### config.mk
export PLATFORM = sky130hd
export DESIGN_NAME = e_tuple_delay_line_flat
export DESIGN_NICKNAME = d
export VERILOG_FILES = /design/src/rtl/e_tuple_delay_line_pkg.sv /design/src/rtl/e_tuple_delay_line_if.sv /design/src/rtl/e_tuple_stage.sv /design/src/rtl/e_tuple_delay_line.sv /design/src/flat_wrapper.sv
export SDC_FILE = /design/constraint.sdc
export NUM_CORES = 1
export LEC_CHECK = 0
export CORE_MARGIN = 1
export CORE_UTILIZATION = 45
export CTS_CLUSTER_SIZE = 24
export DETAILED_ROUTE_END_ITERATION = 8
export DONT_BUFFER_PORTS = 1
export PLACE_DENSITY = 0.68
export SYNTH_ARGS = -nofsm -noshare
export SYNTH_HDL_FRONTEND = slang
export SYNTH_HIERARCHICAL = 1
export SYNTH_SLANG_ARGS = --single-unit
### constraint.sdc
create_clock -name _i_clk -period 7.07 [get_ports _i_clk]
set_input_delay 1.7675 -clock _i_clk [delete_from_list [all_inputs] [get_ports _i_clk]]
set_output_delay 1.7675 -clock _i_clk [all_outputs]
set_load 0.005 [all_outputs]
### src/rtl/e_tuple_delay_line_pkg.sv
// Shared packing offsets and width helpers for the tuple delay line.
// No logic; used at elaboration time only.
// Consumers unpack __output with these so field positions stay in one place.
package e_tuple_delay_line_pkg;

  // Field2 always sits at the bottom of the packed output word.
  localparam int FIELD2_LSB = 0;

  // Occupancy counter width: enough bits to hold 0..depth.
  function automatic int calc_cw(input int depth);
    return $clog2(depth + 1);
  endfunction

  // Field1 sits directly above field2.
  function automatic int field1_lsb(input int w);
    return w;
  endfunction

  // Valid flag sits above both data lanes.
  function automatic int valid_bit(input int w);
    return 2 * w;
  endfunction

  // Occupancy count occupies the top of the word.
  function automatic int count_lsb(input int w);
    return 2 * w + 1;
  endfunction

  // Full packed output width: {count, valid, field1, field2}.
  function automatic int out_width(input int w, input int cw);
    return cw + 1 + 2 * w;
  endfunction

endpackage

### src/rtl/e_tuple_delay_line_if.sv
// Bundle of tuple inputs, stall/flush controls and the packed output word.
// Purely wires; no latency of its own.
// No ready signal: the producer re-presents tuples offered during a stall.
interface e_tuple_delay_line_if
  import e_tuple_delay_line_pkg::*;
#(
  parameter int W     = 4,
  parameter int DEPTH = 3,
  parameter int CW    = calc_cw(DEPTH)
);

  logic                          _i_valid;
  logic [W-1:0]                  _i_input1;
  logic [W-1:0]                  _i_input2;
  logic                          _i_stall;
  logic                          _i_flush;
  logic [out_width(W, CW)-1:0]   __output;

  // Producer/consumer side: drives the lanes and controls, observes the word.
  modport master (
    output _i_valid,
    output _i_input1,
    output _i_input2,
    output _i_stall,
    output _i_flush,
    input  __output
  );

  // Delay line side.
  modport slave (
    input  _i_valid,
    input  _i_input1,
    input  _i_input2,
    input  _i_stall,
    input  _i_flush,
    output __output
  );

endinterface

### src/rtl/e_tuple_stage.sv
// One {valid, a, b} pipeline register with load-enable and valid clear.
// Latency 1 cycle when enabled.
// Holds its contents when en is low; clr drops only the valid flag.
module e_tuple_stage #(
  parameter int W = 4
) (
  input  logic         clk,
  input  logic         rst,
  input  logic         en,
  input  logic         clr,
  input  logic         d_vld,
  input  logic [W-1:0] d_a,
  input  logic [W-1:0] d_b,
  output logic         q_vld,
  output logic [W-1:0] q_a,
  output logic [W-1:0] q_b
);

  // Valid flag: reset/clear win over load, otherwise load when enabled.
  always_ff @(posedge clk) begin
    if (rst || clr) begin
      q_vld <= 1'b0;
    end else if (en) begin
      q_vld <= d_vld;
    end
  end

  // Data lanes carry no reset; their value only matters while q_vld is set.
  always_ff @(posedge clk) begin
    if (en) begin
      q_a <= d_a;
      q_b <= d_b;
    end
  end

endmodule

### src/rtl/e_tuple_delay_line.sv
// Parametrised DEPTH-stage tuple delay line with valid, stall, flush and occupancy count.
// Latency DEPTH-1 edges after the sampling edge, plus one per stall cycle.
// Stall freezes all stages (inputs ignored); no backpressure output is produced.
module e_tuple_delay_line
  import e_tuple_delay_line_pkg::*;
#(
  parameter int W     = 4,
  parameter int DEPTH = 3,
  parameter int CW    = calc_cw(DEPTH)
) (
  input  logic                _i_clk,
  input  logic                _i_rst,
  e_tuple_delay_line_if.slave bus
);

  // Stage state, index 0 is the input end, DEPTH-1 drives the output.
  logic [DEPTH-1:0] v;
  logic [W-1:0]     a [DEPTH];
  logic [W-1:0]     b [DEPTH];

  // Advance only when nothing of higher priority is active.
  logic stage_en;
  logic stage_clr;
  assign stage_en  = !_i_rst && !bus._i_flush && !bus._i_stall;
  assign stage_clr = bus._i_flush;

  for (genvar k = 0; k < DEPTH; k++) begin : g_stage
    if (k == 0) begin : g_head
      e_tuple_stage #(.W(W)) u_stage (
        .clk   (_i_clk),
        .rst   (_i_rst),
        .en    (stage_en),
        .clr   (stage_clr),
        .d_vld (bus._i_valid),
        .d_a   (bus._i_input1),
        .d_b   (bus._i_input2),
        .q_vld (v[k]),
        .q_a   (a[k]),
        .q_b   (b[k])
      );
    end else begin : g_body
      e_tuple_stage #(.W(W)) u_stage (
        .clk   (_i_clk),
        .rst   (_i_rst),
        .en    (stage_en),
        .clr   (stage_clr),
        .d_vld (v[k-1]),
        .d_a   (a[k-1]),
        .d_b   (b[k-1]),
        .q_vld (v[k]),
        .q_a   (a[k]),
        .q_b   (b[k])
      );
    end
  end

  // Occupancy tracks valid stages: one in at the head, one out at the tail.
  // count >= v[DEPTH-1] always holds, so the subtraction cannot underflow,
  // and a full line only accepts a new tuple as the tail one leaves.
  logic [CW-1:0] count;
  logic [CW:0]   count_sum;
  logic [CW-1:0] count_nxt;

  // Next occupancy on an advance edge, computed one bit wider then trimmed.
  always_comb begin
    count_sum = {1'b0, count};
    count_sum = count_sum + (CW + 1)'(bus._i_valid) - (CW + 1)'(v[DEPTH-1]);
    count_nxt = count_sum[CW-1:0];
  end

  // Counter register with the same priority order as the stages.
  always_ff @(posedge _i_clk) begin
    if (_i_rst || bus._i_flush) begin
      count <= '0;
    end else if (!bus._i_stall) begin
      count <= count_nxt;
    end
  end

  // Invalid output shows zero data so the word is deterministic.
  logic [W-1:0] out_a;
  logic [W-1:0] out_b;
  assign out_a = a[DEPTH-1] & {W{v[DEPTH-1]}};
  assign out_b = b[DEPTH-1] & {W{v[DEPTH-1]}};

  assign bus.__output = {count, v[DEPTH-1], out_a, out_b};

endmodule

### src/flat_wrapper.sv
// flat-port wrapper written by rule: the top's interface ports become plain ports
module e_tuple_delay_line_flat import e_tuple_delay_line_pkg::*;
#(
  parameter int W     = 4,
  parameter int DEPTH = 3,
  parameter int CW    = calc_cw(DEPTH)
)
  (_i_clk, _i_rst, bus__i_valid, bus__i_input1, bus__i_input2, bus__i_stall, bus__i_flush, bus___output);
  e_tuple_delay_line_if #(.W(W), .DEPTH(DEPTH), .CW(CW)) bus_i ();
  input  logic _i_clk;
  input  logic _i_rst;
  input wire logic [$bits(bus_i._i_valid)-1:0] bus__i_valid;
  input wire logic [$bits(bus_i._i_input1)-1:0] bus__i_input1;
  input wire logic [$bits(bus_i._i_input2)-1:0] bus__i_input2;
  input wire logic [$bits(bus_i._i_stall)-1:0] bus__i_stall;
  input wire logic [$bits(bus_i._i_flush)-1:0] bus__i_flush;
  output wire logic [$bits(bus_i.__output)-1:0] bus___output;
  assign bus_i._i_valid = bus__i_valid;
  assign bus_i._i_input1 = bus__i_input1;
  assign bus_i._i_input2 = bus__i_input2;
  assign bus_i._i_stall = bus__i_stall;
  assign bus_i._i_flush = bus__i_flush;
  assign bus___output = bus_i.__output;
  e_tuple_delay_line #(.W(W), .DEPTH(DEPTH), .CW(CW)) u_core (._i_clk(_i_clk), ._i_rst(_i_rst), .bus(bus_i));
endmodule
==> flow_metrics.env <==
export IMPL_nNetsFinal=77
export IMPL_dr_total_vias=439
export IMPL_gr_usage_all_layers_pct=10.1
export IMPL_drv_slew=0
export IMPL_clockBufferDepth=2
export IMPL_n_fill_cell=174
export IMPL_critPathLaunchType="flop"
export IMPL_cp_end_kind="primary output"
export IMPL_routedWlPerCell_um=12.0
export IMPL_holdWs_ns=0.417
export IMPL_yosys_area_share_adder_pct=2.46
export IMPL_synthSimpleGateAreaFrac_pct=9.46
export IMPL_fin_cells=90
export IMPL_tightest_slew_ns=0.388
export IMPL_cpPeakStageDelay_ns=0.50
export IMPL_finalPower_mw=0.356
export IMPL_netlist_area_um2=1020
export IMPL_critical_path_required_ns=5.30
export IMPL_hold_buffers=0
export IMPL_drc=0
export IMPL_ys_warn_count=6
export IMPL_antennaDiodeCount=0
export IMPL_antenna_found_initial=0
export IMPL_achievable_frequency_mhz=360
export IMPL_ys_seq_elements=29
export IMPL_htreeDepth=2
export IMPL_cap_violations=0
export IMPL_grt_pass1_vias=425
export IMPL_setup_viol=0
export IMPL_cts_setup_buffers=0
export IMPL_reg2reg_from="u_core/g_stage[2].g_body.u_stage/q_vld"
export IMPL_overflow=0
export IMPL_hold_depth=0
export IMPL_cts_tree="done"
export IMPL_syn_avg_cell_area_um2=18.5
export IMPL_place_inst=82
export IMPL_crit_slowest_cell="dfxtp_1"
export IMPL_syn_inst=55
export IMPL_synth_mux_area_fraction_pct=3.93
export IMPL_path_depth=1
export IMPL_holdCritPathClass="flop to flop"
export IMPL_crit_path_start="u_core/g_stage[2].g_body.u_stage/q_vld"
export IMPL_initial_core_util_pct=49.9
export IMPL_timing_final_crit_period_ns=2.77
export IMPL_ir_worst_vdd_v=0.000210
export IMPL_die_y_um=49.6
export IMPL_die_area_um2=2460
export IMPL_drtIter0Drc=8
export IMPL_hpwl_um=729
export IMPL_dieWidth_um=49.6
export IMPL_ys_seq_area_share_pct=80.6
export IMPL_finalSetupTns_ns=0
export IMPL_synth_compound_area_share_pct=1.23
export IMPL_cp_max_fo=11
export IMPL_grt_max_degree=25
export IMPL_ys_types=13
export IMPL_drive_above_1_share_pct=20.6
export IMPL_cts_resized=0
export IMPL_row_count=16
export IMPL_area_delta_synth_final_pct=13.9
export IMPL_gp_congestion=0.661
export IMPL_cp_cell_sequence="and2_1"
export IMPL_slew_headroom_pct=74.0
export IMPL_ios=24
export IMPL_rsz0062_at_grt="false"
export IMPL_p_leak_nw=0.394
export IMPL_routed_via_density=4.88
export IMPL_status="finished, final reports clean"
export IMPL_synthXorXnorAreaFrac_pct=0.860
export IMPL_firstDrtPassIters=2
export IMPL_wl_um=1080
export IMPL_clk_pin_slew_ns=0.09
export IMPL_port_buffers=0
export IMPL_cp_data_arrival_time_ns=1.01
export IMPL_coreArea_um2=2040
export IMPL_synth_top_family_by_area="simple AND/OR/NAND/NOR gates"
export IMPL_post_route_period_util_pct=39.2
export IMPL_reg2reg_slack_ns=5.37
export IMPL_rr_worst_depth=6
export IMPL_insertion_delay_ns=0.31
export IMPL_finClkSkew_ns=0.00553
export IMPL_r2r_end="u_core/count[1]"
export IMPL_cp_top_family="flip-flops"
export IMPL_ant_nets=0
export IMPL_syn_num_nets=70
export IMPL_grt_pass1_wl_um=1730
export IMPL_clockRootBuffer="clkbuf_4"
export IMPL_hold_viol_final=0
export IMPL_critPathBufInv=0
export IMPL_cts_buffers_inserted=5
export IMPL_critical_path_class="flop to primary output"
export IMPL_p_per_area_nw_per_um2=307
export IMPL_endpoint="bus___output[0]"
export IMPL_clock_sinks=29
per-stage QoR:
| stage | util [%] | cell area [um^2] | setup slack [ns] |
|---|---|---|---|
| 2_1_floorplan | - | 1020 | 2.76 |
| 3_3_place_gp | 51.8 | 1060 | 4.28 |
| 3_5_place_dp | 51.8 | 1060 | 4.24 |
| 4_1_cts | 56.8 | 1160 | 4.26 |
| 5_1_grt | 56.8 | 1160 | 4.18 |
| 6_report | 56.8 | 1160 | 4.30 |
layout make-up:
cell class / instances / area (um^2) / share of cell area [%]
clock buffers: 5 / 37.5 / 3.24
clock inverters: 3 / 65.1 / 5.61
multi-input cells: 23 / 188 / 16.2
repair buffers: 1 / 7.51 / 0.647
well taps: 27 / 33.8 / 2.91
inverters: 2 / 7.51 / 0.647
flip-flops and latches: 29 / 821 / 70.8
flip-flops by register name, indices dropped and copies added, names as in the netlist:
name                                 flops
u_core/g_stage.g_body.u_stage/q_b        8
u_core/g_stage.g_head.u_stage/q_b        4
u_core/count                             2
u_core/g_stage.g_body.u_stage/q_vld      2
u_core/g_stage.g_head.u_stage/q_a        4
u_core/g_stage.g_body.u_stage/q_a        8
u_core/g_stage.g_head.u_stage/q_vld      1
power breakdown:
| group | internal [mW] | total [mW] | switching (mW) |
|---|---|---|---|
| sequential | 0.188 | 0.189 | 0.000883 |
| combinational | 0.00163 | 0.00452 | 0.00289 |
| clock | 0.109 | 0.162 | 0.0524 |
logic make-up after synthesis:
family | count (synthesis)
and+or+nand+nor | 14
adders and majority gates | 2
xor gates and xnor gates | 1
muxes | 4
buffers and inverters | 3
DFF | 29
AOI/OAI and AO/OA | 2
layout by cell type, fill, tap and decap left out:
master and count:
mux2i_1 4, a211oi_1 1, edfxtp_1 24, inv_1 2, and2_1 8, ha_1 2, dfxtp_1 5, clkbuf_4 5
buf_4 1, or3_1 1, clkinv_2 1, o21ai_0 1, nor3_2 4, nor3_1 1, bufinv_16 2, xnor2_1 1
worst min path at each step:
stage                                             from                                      end
4_1_cts        u_core/g_stage[0].g_head.u_stage/q_b[1]  u_core/g_stage[1].g_body.u_stage/q_b[1]
6_report       u_core/g_stage[0].g_head.u_stage/q_b[1]  u_core/g_stage[1].g_body.u_stage/q_b[1]
2_1_floorplan  u_core/g_stage[0].g_head.u_stage/q_a[0]  u_core/g_stage[1].g_body.u_stage/q_a[0]
3_3_place_gp   u_core/g_stage[1].g_body.u_stage/q_a[0]  u_core/g_stage[2].g_body.u_stage/q_a[0]
3_5_place_dp   u_core/g_stage[1].g_body.u_stage/q_a[1]  u_core/g_stage[2].g_body.u_stage/q_a[1]
5_1_grt        u_core/g_stage[0].g_head.u_stage/q_b[1]  u_core/g_stage[1].g_body.u_stage/q_b[1]
synth_stat cells:
| library cell | number | share of area (%) |
|---|---|---|
| edfxtp_1 | 24 | 71 |
| and2_1 | 8 | 4.9 |
| dfxtp_1 | 5 | 9.8 |
| mux2i_1 | 4 | 3.9 |
| nor3_2 | 3 | 2.9 |
| ha_1 | 2 | 2.5 |
| inv_1 | 2 | 0.74 |
| nor3_1 | 2 | 0.98 |
| a211oi_1 | 1 | 0.74 |
| buf_4 | 1 | 0.74 |
| o21ai_0 | 1 | 0.49 |
| or3_1 | 1 | 0.61 |
| xnor2_1 | 1 | 0.86 |
per-layer routing:
| metal | GRT usage (%) | routed length (um) |
|---|---|---|
| met4 | 4.29 | 4 |
| met1 | 11.6 | 489 |
| met5 | 0 | 0 |
| met3 | 6.48 | 75 |
| met2 | 14.6 | 512 |
Power figures use the tool's default switching activity.
==> RTL change (same flow settings) <==
`W` is set to 4 in 4 places; all go to 6.
--- a/src/rtl/e_tuple_delay_line_if.sv
+++ b/src/rtl/e_tuple_delay_line_if.sv
@@ -5,5 +5,5 @@
   import e_tuple_delay_line_pkg::*;
 #(
-  parameter int W     = 4,
+  parameter int W     = 6,
   parameter int DEPTH = 3,
   parameter int CW    = calc_cw(DEPTH)
--- a/src/rtl/e_tuple_stage.sv
+++ b/src/rtl/e_tuple_stage.sv
@@ -3,5 +3,5 @@
 // Holds its contents when en is low; clr drops only the valid flag.
 module e_tuple_stage #(
-  parameter int W = 4
+  parameter int W = 6
 ) (
   input  logic         clk,
--- a/src/rtl/e_tuple_delay_line.sv
+++ b/src/rtl/e_tuple_delay_line.sv
@@ -5,5 +5,5 @@
   import e_tuple_delay_line_pkg::*;
 #(
-  parameter int W     = 4,
+  parameter int W     = 6,
   parameter int DEPTH = 3,
   parameter int CW    = calc_cw(DEPTH)
--- a/src/flat_wrapper.sv
+++ b/src/flat_wrapper.sv
@@ -2,5 +2,5 @@
 module e_tuple_delay_line_flat import e_tuple_delay_line_pkg::*;
 #(
-  parameter int W     = 4,
+  parameter int W     = 6,
   parameter int DEPTH = 3,
   parameter int CW    = calc_cw(DEPTH)
Ports: changed (resized bus___output, bus__i_input1 and bus__i_input2); port bits go from 24 to 32. The function was not compared with the original's and may differ.
==> RTL change against the original RTL <==
The run now ends with DRC left. Count of clock-buffer cells in the layout rose by 1. Routed wire length grew 50%. Combinational power is 25% higher. Setup slack got worse by 0.12 ns. Critical path depth is the same. Total power is 17% higher. Via count rose by 33%. Sequential cell count increased by 12. Cell area increased by 31%. Register-to-register slack worse by 0.09 ns. Synthesized area is 38% higher. Critical endpoint is now bus___output[3]. Largest power group unchanged.
==> RTL change: results (changes against the original RTL) <==
Global route:
- The overall global routing resource usage is 11.45% (+1.4 points).
- The routing usage on met3 is 8.482% (+2.0 points).
- The number of global-route vias before repair is 614 (+44%).
- The largest net degree at the start of global routing was 40 (+60%).

Placed design:
- The placed wire-length estimate after detailed placement was 1017 um (+40%).
- The instance area at placement is 1448 sq um (+37%).
- The cell total after placement is 102 (+24%).
- The worst slack after detailed placement is 4.251 ns (+0.009900 ns).
- The placer's final routability congestion estimate is 0.5953 (-9.9%).

Timing:
- The slew at the pin closest to its max-slew limit is 0.4758 ns (+0.08753 ns).
- The setup clock skew after layout came to 0.005494 ns (-0.00003983 ns).
- The final hold slack is 0.4267 ns (+0.009457 ns).

Min path:
- The worst-case hold path end point is u_core/g_stage[1].g_body.u_stage/q_b[3].
- The hold path startpoint is u_core/g_stage[0].g_head.u_stage/q_b[3].

Route:
- The number of DRC violations after detailed routing is 3 (+3).
- The violation count after the first detailed-routing iteration was 17 (+9).
- The first-pass iteration count of the detailed router was 6 (+4).
- The detailed-route vias per instance was 5.318 (+9.0%).
- The sum of met3 wire segment lengths after detailed routing came to 135 um (+80%).

Yosys:
- The count of flip-flops with a built-in enable after synthesis is 36 (+50%).
- The gate count after technology mapping was 72 (+31%).
- The number of distinct library cell variants in the gate-level netlist after synthesis is 14 (+1).
- Ranked by total cell area, the synthesized netlist is headed by sky130_fd_sc_hd__edfxtp_1 (77%), sky130_fd_sc_hd__dfxtp_1 (7.1%), sky130_fd_sc_hd__and2_1 (5.3%), sky130_fd_sc_hd__mux2i_1 (2.8%), sky130_fd_sc_hd__nor3_2 (2.1%).

Cells and area:
- The final instance count without filler cells is 110 (+22%).
- In the final layout, the registers with the most flip-flops are u_core/g_stage.g_body.u_stage/q_a: 12 flops, u_core/g_stage.g_body.u_stage/q_b: 12 flops.
- The net count reported at finish was 97 (+26%).

Worst setup path:
- The top fanout value on the critical path is 15 (+4).
- The setup slack on the worst flop-to-flop path came to 5.28 ns (-0.09 ns).
- The longest individual stage delay on the worst path is 0.59 ns (+0.09 ns).

Power:
- The static power due to leakage is 0.5011 nW (+27%).
- The peak supply drop is 0.1576 mV (-25%).

Status:
- The flow ran to the end, but the final reports show violations.
- The checks that failed: DRC.

CTS:
- The later-pin clock latency in the skew report is 0.33 ns (+0.02 ns).
==> RTL change: cell count changes after synthesis, sizes merged <==
cell,unedited run,this run
edfxtp,24,36
and2,8,12
clkbuf,0,1
==> RTL change: power breakdown <==
group | switching, mW | leakage, nW | total [mW] | internal, mW
registers | 0.00135 | 0.371 | 0.270 | 0.268
logic | 0.00395 | 0.0902 | 0.00563 | 0.00168
clock network | 0.0655 | 0.0399 | 0.139 | 0.0736
total | 0.0708 | 0.501 | 0.414 | 0.344
==> RTL change: cells by family (layout without fill, tap and decap cells) <==
kind of cell / count (synthesis) / after routing / share of synthesized area (%)
compound gates: 2 / 2 / 0.8887
xor+xnor: 1 / 1 / 0.6223
fa+ha+maj: 2 / 2 / 1.777
buf+inv: 4 / 11 / 1.333
flops: 41 / 41 / 83.91
mux: 4 / 4 / 2.845
simple gates: 18 / 18 / 8.622
==> RTL change: final cells by class <==
type / count / area [sq um]
Sequential cell: 41 / 1181
Inverter: 2 / 7.507
Timing Repair Buffer: 1 / 7.507
Clock inverter: 2 / 33.78
Multi-Input combinational cell: 27 / 212.7
Fill cell: 243 / 1330
Clock buffer: 6 / 41.29
Tap cell: 31 / 38.79
==> RTL change: worst max path at each step <==
stage / start / endpoint / slack, ns
2_1_floorplan: bus__i_stall / u_core/g_stage[0].g_head.u_stage/q_vld / 1.88
3_3_place_gp: bus__i_stall / u_core/g_stage[2].g_body.u_stage/q_vld / 4.29
3_5_place_dp: bus__i_stall / u_core/g_stage[1].g_body.u_stage/q_vld / 4.25
4_1_cts: u_core/g_stage[2].g_body.u_stage/q_vld / bus___output[9] / 4.10
5_1_grt: u_core/g_stage[2].g_body.u_stage/q_vld / bus___output[3] / 4.00
6_report: u_core/g_stage[2].g_body.u_stage/q_vld / bus___output[3] / 4.17
